**config.mk**
```make
export PLATFORM = sky130hd
export DESIGN_NAME = dmem_store_buffer
export DESIGN_NICKNAME = d
export VERILOG_FILES = /design/src/rtl/dmem_pkg.sv /design/src/rtl/sb_fifo.sv /design/src/rtl/dmem_store_buffer.sv
export SDC_FILE = /design/constraint.sdc
export NUM_CORES = 1
export LEC_CHECK = 0
export ABC_AREA = 1
export CAP_MARGIN = 0
export CELL_PAD_IN_SITES_DETAIL_PLACEMENT = 1
export CELL_PAD_IN_SITES_GLOBAL_PLACEMENT = 1
export CORE_ASPECT_RATIO = 1.75
export CORE_MARGIN = 1
export CORE_UTILIZATION = 43
export DETAILED_ROUTE_END_ITERATION = 8
export GPL_TIMING_DRIVEN = 0
export PLACE_DENSITY_LB_ADDON = 0.1
export SYNTH_ARGS = -nofsm -noshare
export SYNTH_HDL_FRONTEND = slang
export SYNTH_SLANG_ARGS = --single-unit
```
**constraint.sdc**
```tcl
create_clock -name clk -period 3.5 [get_ports clk]
set_clock_uncertainty 0.2 [all_clocks]
set_input_delay 0.7 -clock clk [delete_from_list [all_inputs] [get_ports clk]]
set_output_delay 0.7 -clock clk [all_outputs]
set_load 0.01 [all_outputs]
```
**src/rtl/dmem_pkg.sv**
```systemverilog
// Shared types for the data-memory store buffer: FSM states and the buffered store entry.
package dmem_pkg;

    // Entry address field is sized for the widest supported byte address (AW = 32).
    localparam int SB_WADDR_W = 30;

    typedef enum logic [1:0] {
        IDLE,
        DRAIN,
        LOAD,
        RESP
    } sb_state_e;

    typedef struct packed {
        logic [SB_WADDR_W-1:0] addr;
        logic [31:0]           data;
    } sb_entry_t;

endpackage

```
**src/rtl/sb_fifo.sv**
```systemverilog
// Store-buffer FIFO: entry storage, head/tail pointers and occupancy count.
// With SB_FORWARD_EN defined it also searches for the newest entry matching a load address.
module sb_fifo
    import dmem_pkg::*;
#(
    parameter int  DEPTH = 4,
    localparam int PW    = $clog2(DEPTH),
    localparam int CW    = PW + 1
) (
    input  logic                  clk,
    input  logic                  rst,
    input  logic                  push,
    input  sb_entry_t             push_entry,
    input  logic                  pop,
    output sb_entry_t             head,
    output logic [CW-1:0]         count,
    output logic                  full
`ifdef SB_FORWARD_EN
    ,
    input  logic [SB_WADDR_W-1:0] lookup_addr,
    output logic                  hit,
    output logic [31:0]           hit_data
`endif
);

    sb_entry_t     mem_q [DEPTH];
    sb_entry_t     mem_d [DEPTH];
    logic [PW-1:0] head_q, head_d;
    logic [PW-1:0] tail_q, tail_d;
    logic [CW-1:0] count_q, count_d;

    // Pointers are PW bits wide, so incrementing past DEPTH-1 wraps to 0.
    always_comb begin
        mem_d   = mem_q;
        head_d  = head_q;
        tail_d  = tail_q;
        count_d = count_q;
        if (push) begin
            mem_d[tail_q] = push_entry;
            tail_d        = tail_q + PW'(1);
        end
        if (pop) begin
            head_d = head_q + PW'(1);
        end
        case ({push, pop})
            2'b10:   count_d = count_q + CW'(1);
            2'b01:   count_d = count_q - CW'(1);
            default: count_d = count_q;
        endcase
    end

    always_ff @(posedge clk) begin
        if (rst) begin
            mem_q   <= '{default: '0};
            head_q  <= '0;
            tail_q  <= '0;
            count_q <= '0;
        end else begin
            mem_q   <= mem_d;
            head_q  <= head_d;
            tail_q  <= tail_d;
            count_q <= count_d;
        end
    end

    assign head  = mem_q[head_q];
    assign count = count_q;
    assign full  = (count_q == CW'(DEPTH));

`ifdef SB_FORWARD_EN
    logic [PW-1:0] idx;

    // Scan oldest to newest so that the last (newest) valid match wins.
    always_comb begin
        hit      = 1'b0;
        hit_data = '0;
        idx      = '0;
        for (int i = 0; i < DEPTH; i++) begin
            idx = head_q + PW'(i);
            if ((CW'(i) < count_q) && (mem_q[idx].addr == lookup_addr)) begin
                hit      = 1'b1;
                hit_data = mem_q[idx].data;
            end
        end
    end
`endif

endmodule

```
**src/rtl/dmem_store_buffer.sv**
```systemverilog
// Data-memory front end: posts CPU stores into a FIFO, drains them to a handshaked word RAM
// and serves loads, stalling the CPU on RAM fetches. Define SB_FORWARD_EN for store-to-load forwarding.
module dmem_store_buffer
    import dmem_pkg::*;
#(
    parameter int DEPTH = 4,
    parameter int AW    = 32
) (
    input  logic          clk,
    input  logic          rst,
    input  logic          MRead,
    input  logic          MWrite,
    input  logic [AW-1:0] Maddr,
    input  logic [31:0]   Mdata,
    output logic [31:0]   rdata,
    output logic          stall,
    output logic          ram_req,
    output logic          ram_we,
    output logic [AW-3:0] ram_addr,
    output logic [31:0]   ram_wdata,
    input  logic [31:0]   ram_rdata,
    input  logic          ram_ready
);

    localparam int CW = $clog2(DEPTH) + 1;

    sb_state_e             state_q, state_d;
    logic [31:0]           ld_q, ld_d;
    logic                  ram_req_q, ram_req_d;
    logic                  ram_we_q, ram_we_d;
    logic [AW-3:0]         ram_addr_q, ram_addr_d;
    logic [31:0]           ram_wdata_q, ram_wdata_d;

    logic [SB_WADDR_W-1:0] req_waddr;
    sb_entry_t             push_entry;
    sb_entry_t             head;
    logic [CW-1:0]         count;
    logic                  full;
    logic                  empty;
    logic                  push;
    logic                  pop;
    logic                  fwd_hit;
    logic [31:0]           fwd_data;
    logic                  idle_load;
    logic                  drain_load;
    logic                  unused_addr_bits;

    assign unused_addr_bits = ^Maddr[1:0];
    assign req_waddr        = SB_WADDR_W'(Maddr[AW-1:2]);
    assign push_entry       = '{addr: req_waddr, data: Mdata};
    assign empty            = (count == '0);

    // A simultaneous load and store is treated as a load; the store is dropped.
    assign push = MWrite & ~MRead & ~full;

    sb_fifo #(
        .DEPTH(DEPTH)
    ) u_fifo (
        .clk        (clk),
        .rst        (rst),
        .push       (push),
        .push_entry (push_entry),
        .pop        (pop),
        .head       (head),
        .count      (count),
        .full       (full)
`ifdef SB_FORWARD_EN
        ,
        .lookup_addr(req_waddr),
        .hit        (fwd_hit),
        .hit_data   (fwd_data)
`endif
    );

`ifdef SB_FORWARD_EN
    // A miss never overlaps a buffered entry, so the RAM read may bypass pending stores.
    assign idle_load  = MRead & ~fwd_hit;
    assign drain_load = MRead & ~fwd_hit;
`else
    // Without forwarding, RAM is only read once the buffer has fully drained.
    assign fwd_hit    = 1'b0;
    assign fwd_data   = '0;
    assign idle_load  = MRead & empty;
    assign drain_load = MRead & (count == CW'(1));
`endif

    always_comb begin
        state_d = state_q;
        ld_d    = ld_q;
        pop     = 1'b0;
        case (state_q)
            IDLE: begin
                if (idle_load) begin
                    state_d = LOAD;
                end else if (!empty) begin
                    state_d = DRAIN;
                end
            end
            DRAIN: begin
                if (ram_ready) begin
                    pop     = 1'b1;
                    state_d = drain_load ? LOAD : IDLE;
                end
            end
            LOAD: begin
                if (ram_ready) begin
                    ld_d    = ram_rdata;
                    state_d = RESP;
                end
            end
            RESP:    state_d = IDLE;
            default: state_d = IDLE;
        endcase
    end

    // RAM-side outputs are registered from the next state, keeping CPU inputs off the RAM paths.
    always_comb begin
        ram_req_d   = (state_d == DRAIN) || (state_d == LOAD);
        ram_we_d    = (state_d == DRAIN);
        ram_addr_d  = ram_addr_q;
        ram_wdata_d = ram_wdata_q;
        if (state_d == DRAIN) begin
            ram_addr_d  = head.addr[AW-3:0];
            ram_wdata_d = head.data;
        end else if (state_d == LOAD) begin
            ram_addr_d  = Maddr[AW-1:2];
        end
    end

    always_ff @(posedge clk) begin
        if (rst) begin
            state_q     <= IDLE;
            ld_q        <= '0;
            ram_req_q   <= 1'b0;
            ram_we_q    <= 1'b0;
            ram_addr_q  <= '0;
            ram_wdata_q <= '0;
        end else begin
            state_q     <= state_d;
            ld_q        <= ld_d;
            ram_req_q   <= ram_req_d;
            ram_we_q    <= ram_we_d;
            ram_addr_q  <= ram_addr_d;
            ram_wdata_q <= ram_wdata_d;
        end
    end

    // A full buffer stalls stores even in the cycle its head completes.
    always_comb begin
        stall = 1'b0;
        rdata = '0;
        if (MRead) begin
            if (state_q == RESP) begin
                rdata = ld_q;
            end else if (fwd_hit) begin
                rdata = fwd_data;
            end else begin
                stall = 1'b1;
            end
        end else if (MWrite) begin
            stall = full;
        end
    end

    assign ram_req   = ram_req_q;
    assign ram_we    = ram_we_q;
    assign ram_addr  = ram_addr_q;
    assign ram_wdata = ram_wdata_q;

endmodule

```
==> results.md, run 1 <==
- Longest Clk Path Bufs: 3
- DR WL/cell: 20.0 um
- ANT cells: 0
- CTS Sinks: 353
- Tmin final: 3.42 ns
- Number of CTS-inserted buffers: 37
- Period utilization: 97.6%
- Worst Setup End Kind: output port
- Synth Net Count: 2211
- Fmax: 0.293 GHz
- CP dominant cell by count: clkdlybuf4s50_1
- Die Y: 252 um
- Slew margin rel.: 43.6%
- End-of-flow core utilization: 54.6%
- Core area: 35200 um2
- Number of max-cap violations: 0
- DRT Pass-1 Iters: 5
- Critical-path maximum fanout: 10
- Vias in the first global route: 16600
- Startpoint Class: primary input
- Fraction of layout cells with a size suffix above 1: 7.96%
- Commonest non-fill, non-tap cell in the layout: dfxtp_1
- HP Class: flop to flop
- Row count: 91
- # setup viols final: 0
- Mapped Cells: 2100
- Max Slew Vio Count: 0
- Setup Crit Path Kind: primary input to output port
- Via Count: 15700
- Fin. Hold Viols: 0
- Mapped cell area: 15300 um2
- Reg2Reg Depth: 15
- Detail Route Antenna Nets: 0
- Setup ws final: 0.0846 ns
- Leakage power: 7.17 nW
- Commonest cells after routing, fill and taps aside: dfxtp_1 (353), a21oi_1 (349), nand2_1 (314)
- Die width: 145 um
- Synth Area per Inst: 7.31 um2
- I/O Buffers: 194
- Synth Register Bits: 353
- Initial core utilization: 43.6%
- Crit-path slowest cell: clkdlybuf4s50_1
- Area of the die: 36500 um2
- Top delay family on crit path: buffers and inverters
- Starting DRT DRC Count: 698
- Levels on crit path: 5
- Worst path cell trace: clkdlybuf4s50_1 -> inv_1 -> clkbuf_2 -> nor3_1 -> clkdlybuf4s50_1
- Crit path buf inv count: 4
- Nets@finish: 2444
- First-pass GRT wire length: 87.9 mm
- DRT Wirelength: 56.6 mm
- Worst vdd ir: 602 uV
- Global-route usage over all layers: 31.5%
- YS warnings: 0
- CP arrival: 2.52 ns
- Initial antenna violation count: 0
- Hold slack final: 0.253 ns
- GP Congestion: 0.850
- Layout area overhead: 25.2%
- Pre-CTS setup slack: -0.239 ns
- Seq/Total Area, Yosys: 46.0%
- PwrDens: 676 nW/um2
- Drt drc: 0
- CTS tree: built
- Reg clk slew, reported paths: 0.06 ns
- Slew @ Worst Pin: 0.847 ns
- Crit path largest cell delay: 0.59 ns
- CTS Hold Bufs: 0
- Root buffer cell: clkbuf_16
- CP Data Required Time: 2.60 ns
- Synth unique cells: 26
- Unrepaired setup endpoints after global routing: no
- Global route total overflow: 0
- H-tree depth: 2
- # IOs: 198
- Largest net degree at the start of global routing: 15
- Run status: finished clean
- Post-DP HPWL: 41.2 mm
- Worst hold stages: 2
- Worst-skew pair later-pin latency: 0.55 ns
- Via density: 5.55
## synthesized netlist by cell type
library cell | count | share of area (%)
a21oi_1 | 349 | 11
a32o_1 | 1 | 0.065
buf_1 | 7 | 0.17
buf_2 | 57 | 1.9
buf_4 | 8 | 0.39
buf_6 | 13 | 0.95
buf_8 | 1 | 0.098
clkbuf_1 | 91 | 2.2
clkbuf_2 | 2 | 0.065
clkinv_1 | 1 | 0.024
dfxtp_1 | 353 | 46
ha_1 | 10 | 0.82
inv_1 | 200 | 4.9
inv_2 | 6 | 0.15
nand2_1 | 314 | 7.7
nand2_4 | 3 | 0.22
nand3_1 | 167 | 5.4
nand3_2 | 21 | 1.4
nor2_1 | 137 | 3.4
nor2_2 | 3 | 0.12
nor2_4 | 1 | 0.073
nor3_1 | 33 | 1.1
o211ai_1 | 60 | 2.9
o21ai_0 | 227 | 7.4
o21ai_1 | 33 | 1.1
xor2_1 | 2 | 0.11
## per-stage QoR
step           total power [mW]  TNS (ns)  instance area, um2  std cells
6_report                   13.0         0               19200       2827
5_1_grt                    13.7         0               19200       2827
4_1_cts                    13.1         0               19200       2827
3_5_place_dp               8.75     -4.99               17900       2759
3_3_place_gp               8.60     -3.09               17900       2759
2_1_floorplan              7.03         0               15300       2100
## final cells by class
type / instances / area [um2]
Fill cell: 4491 / 16000
Sequential cell: 353 / 7070
Timing Repair Buffer: 194 / 1940
Clock inverter: 20 / 238
Inverter: 207 / 777
Buffer: 179 / 888
Clock buffer: 48 / 1080
Multi-Input combinational cell: 1361 / 6640
Tap cell: 465 / 582
## registers in the layout, indices dropped and copies added, names as in the netlist
name	cells
ram_addr	30
ram_req	1
u_fifo.count	3
ram_we	1
u_fifo.tail_q	2
ld_q	32
ram_wdata	32
u_fifo.mem_q	248
u_fifo.head_q	2
state_q	2
## worst min-delay path, stage by stage (launching register included)
cell and delay, ns:
dfxtp_1 0.30, inv_1 0.06, a21oi_1 0.05
## power breakdown
part / leakage (nW) / internal [mW] / total (mW) / switching (mW)
clock network: 0.662 / 2.56 / 4.31 / 1.75
logic: 3.63 / 1.49 / 3.98 / 2.49
registers: 2.87 / 4.48 / 4.70 / 0.215
total: 7.17 / 8.54 / 13.0 / 4.45
## metal layers
metal,GRT usage (%),vias up,wire length (um),share of wire [%]
li1,-,7404,-,-
met1,31.6,7647,20300,36
met2,58.9,423,30500,54
met3,4.27,212,2170,3.8
met4,21.0,0,3670,6.5
met5,0,-,0,0
## path summary, 6_finish.rpt
kind                                          to  slack (ns)              from
worst max-delay path                   rdata[25]        0.08             MRead
worst min-delay path            u_fifo.mem_q[56]        0.25  u_fifo.mem_q[56]
worst max register to register       ram_addr[3]        0.28   u_fifo.count[0]
worst min register to register  u_fifo.mem_q[56]        0.25  u_fifo.mem_q[56]
## cells by family after synthesis
kind of cell	Yosys count	share of synthesized area [%]
AND/OR/NAND/NOR	679	19.3
AO/OA/AOI/OAI	670	22.9
buffers and inverters	386	10.8
flip-flops	353	46.0
adder cells (fa/ha/maj)	10	0.815
XOR/XNOR	2	0.114
## repair_timing
action                     CTS  global route
setup buffers                0             0
resized for setup            2             8
setup endpoints to repair    2            20
(Power assumes the default switching activity.)
==> run 2: changes to the inputs <==
--- a/config.mk
+++ b/config.mk
@@ -5,13 +5,13 @@
 export SDC_FILE = /design/constraint.sdc
 export NUM_CORES = 1
 export LEC_CHECK = 0
-export ABC_AREA = 1
+export ABC_AREA = 0
 export CAP_MARGIN = 0
-export CELL_PAD_IN_SITES_DETAIL_PLACEMENT = 1
-export CELL_PAD_IN_SITES_GLOBAL_PLACEMENT = 1
+export CELL_PAD_IN_SITES_DETAIL_PLACEMENT = 0
+export CELL_PAD_IN_SITES_GLOBAL_PLACEMENT = 2
 export CORE_ASPECT_RATIO = 1.75
 export CORE_MARGIN = 1
-export CORE_UTILIZATION = 43
+export CORE_UTILIZATION = 38
 export DETAILED_ROUTE_END_ITERATION = 8
 export GPL_TIMING_DRIVEN = 0
 export PLACE_DENSITY_LB_ADDON = 0.1
==> results.md, run 2 <==
- Run status: finished clean
- R2r endpoint: ram_addr[21]
- YS warnings: 0
- Setup bufs post-CTS: 0
- Number of max-cap violations: 0
- # IOs: 198
- CTS tree: built
- Post-DP HPWL: 50.7 mm
- Period utilization: 96.4%
- Synth unique cells: 42
- Synth Area per Inst: 9.10 um2
- Critical R2R Launch: u_fifo.count[0]
- Max Slew Vio Count: 0
- Root buffer cell: clkbuf_16
- Final Total Pwr: 11.7 mW
- Worst vdd ir: 453 uV
- CP Data Required Time: 2.60 ns
- Hold slack final: 0.249 ns
- Largest register FFs: 248
- Top-count cell post-synth: dfxtp_1
- Worst Setup End Kind: output port
- Async SR Flop Fraction: 0%
- DRT Wirelength: 69.3 mm
- Reg clk slew, reported paths: 0.06 ns
- H-tree depth: 2
- Core area: 43300 um2
- CTS Sinks: 353
- Commonest cells after routing, fill and taps aside: dfxtp_1 (352), a21oi_1 (316), nand4_1 (248), o31ai_1 (248), clkdlybuf4s50_1 (192)
- PwrDens: 566 nW/um2
- Synth top area share: 42.4%
- Number of synthesized flops with an enable pin: 0
- Top reg by flops: u_fifo.mem_q
- Slew margin rel.: 23.8%
- Setup Crit Path Kind: primary input to output port
- Area after DPL: 19300 um2
- Area of the die: 44800 um2
- Seq/Total Area, Yosys: 42.4%
- Mapped Cells: 1834
- Ranking of synthesized cells by area: dfxtp_1 (42%), o31ai_1 (11%), a21oi_1 (9.5%), nand4_1 (9.3%), mux4_2 (8.4%)
- Design area: 20600 um2
- Vias in the first global route: 16700
- # setup viols final: 0
- Largest net degree at the start of global routing: 20
- Longest Clk Path Bufs: 3
- Mapped cell area: 16700 um2
- Number of CTS-inserted buffers: 37
- DR WL/cell: 26.1 um
- Worst Hold Launch: ld_q[26]
- Initial core utilization: 38.5%
- Global-route usage over all layers: 30.4%
- Starting DRT DRC Count: 1134
- Startpoint Class: primary input
- Tmin final: 3.37 ns
- DRT Pass-1 Iters: 8
- Die Y: 279 um
- I/O Buffers: 193
- Reg2Reg Depth: 8
- TNS Setup: 0 ns
- Synth Register Bits: 353
- Row count: 101
- Worst hold stages: 2
- Global route total overflow: 0
- Slew @ Worst Pin: 1.14 ns
- Commonest non-fill, non-tap cell in the layout: dfxtp_1
- End-of-flow core utilization: 47.6%
- HP Class: flop to flop
- Fraction of layout cells with a size suffix above 1: 10.8%
- Most frequent cells after synthesis: dfxtp_1 (353), a21oi_1 (316), nand4_1 (248), o31ai_1 (248), clkbuf_1 (170)
- Synth Net Count: 1945
- Detail Route Antenna Nets: 0
- Fmax: 0.297 GHz
- Worst-skew pair later-pin latency: 0.55 ns
- Fin. Hold Viols: 0
- Critical-path maximum fanout: 19
- ANT cells: 0
- Initial antenna violation count: 1
- Leakage power: 6.41 nW
- Drt drc: 0
- Fill cell count: 4238
- Layout area overhead: 23.7%
- GP Congestion: 0.873
- Die width: 160 um
- Unrepaired setup endpoints after global routing: no
- Top_reg_cell synth: dfxtp_1
- Via Count: 16400
- First-pass GRT wire length: 103 mm
- CP arrival: 2.47 ns
- Hold EP: ld_q[26]
- Nets@finish: 2175
- Yosys top cell by area: dfxtp_1
- Via density: 6.19
- Reg-to-reg slack, setup: 0.40 ns
## run 2: cell count changes after synthesis, moves of 62 or more
cell and change:
nand2_1 -247, o31ai_1 +248, mux4_2 +62, clkbuf_1 +79, inv_1 -194, nand4_1 +248, o21ai_0 -163, nor2_1 -101
nand3_1 -103
## run 2: worst max path at each step
stage / start / end / cells past startpoint
floorplan: ram_ready / ram_addr[14] / 8
global placement: MRead / stall / 7
detailed placement: MRead / stall / 7
CTS: u_fifo.count[0] / stall / 6
global route: MWrite / stall / 6
finish: MWrite / stall / 6
## run 2: through the flow
stage / std cells / setup slack (ns)
global route: 2657 / 0.0535
global placement: 2593 / -0.566
CTS: 2657 / 0.0181
detailed placement: 2593 / -0.528
floorplan: 1834 / 0.988
finish: 2657 / 0.128
## run 2: layout make-up
| cell class | count | area [um2] | share of cell area, % |
|---|---|---|---|
| clock buffer | 55 | 1140 | 5.51 |
| inverter | 11 | 41.3 | 0.200 |
| multi-input combinational | 1210 | 8330 | 40.4 |
| clock inverter | 11 | 168 | 0.812 |
| tap | 566 | 708 | 3.43 |
| sequential | 353 | 7070 | 34.2 |
| buffer | 258 | 1260 | 6.09 |
| timing repair buffer | 193 | 1930 | 9.35 |
## run 2: repair_timing
item / 4_1_cts / 5_1_grt
resized for setup: 7 / 3
endpoints found under the setup margin: 31 / 14
hold buffers: 0 / 0
## run 2: per-layer routing
metal	part of all wire (%)	global-route usage, %
met4	6.0	17.8
met1	36	31.7
met5	0.017	0
met3	4.9	3.57
met2	54	57.7
## run 2: kinds of logic (layout without fill, tap and decap cells)
| logic type | after synthesis | count (layout) | synth area share [%] |
|---|---|---|---|
| buffers and inverters | 271 | 528 | 7.77 |
| adders and majority gates | 10 | 10 | 0.750 |
| xor gates and xnor gates | 4 | 4 | 0.210 |
| and+or+nand+nor | 467 | 467 | 15.6 |
| DFF | 353 | 353 | 42.4 |
| AOI/OAI and AO/OA | 665 | 665 | 24.8 |
| muxes | 64 | 64 | 8.49 |
## run 2: where the power goes
part           leakage, nW  total [mW]  switching, mW  internal [mW]
Sequential            2.86        4.43          0.153           4.27
Combinational         2.91        2.94           1.92           1.02
Clock                0.637        4.31           1.76           2.55
Total                 6.41        11.7           3.82           7.85
## run 2: worst max-delay path, cell delays in order
cell,delay [ns]
clkdlybuf4s50_1,0.54
nand2b_1,0.07
buf_4,0.18
buf_4,0.24
o21ai_1,0.17
clkdlybuf4s50_1,0.57
==> run 3: changes to the inputs <==
--- a/config.mk
+++ b/config.mk
@@ -5,16 +5,15 @@
 export SDC_FILE = /design/constraint.sdc
 export NUM_CORES = 1
 export LEC_CHECK = 0
-export ABC_AREA = 0
 export CAP_MARGIN = 0
 export CELL_PAD_IN_SITES_DETAIL_PLACEMENT = 0
 export CELL_PAD_IN_SITES_GLOBAL_PLACEMENT = 2
 export CORE_ASPECT_RATIO = 1.75
-export CORE_MARGIN = 1
 export CORE_UTILIZATION = 38
 export DETAILED_ROUTE_END_ITERATION = 8
 export GPL_TIMING_DRIVEN = 0
 export PLACE_DENSITY_LB_ADDON = 0.1
+export SLEW_MARGIN = 20
 export SYNTH_ARGS = -nofsm -noshare
 export SYNTH_HDL_FRONTEND = slang
 export SYNTH_SLANG_ARGS = --single-unit
==> results of run 3 <==
Final layout, timing and power as in run 2 (identical DEF).
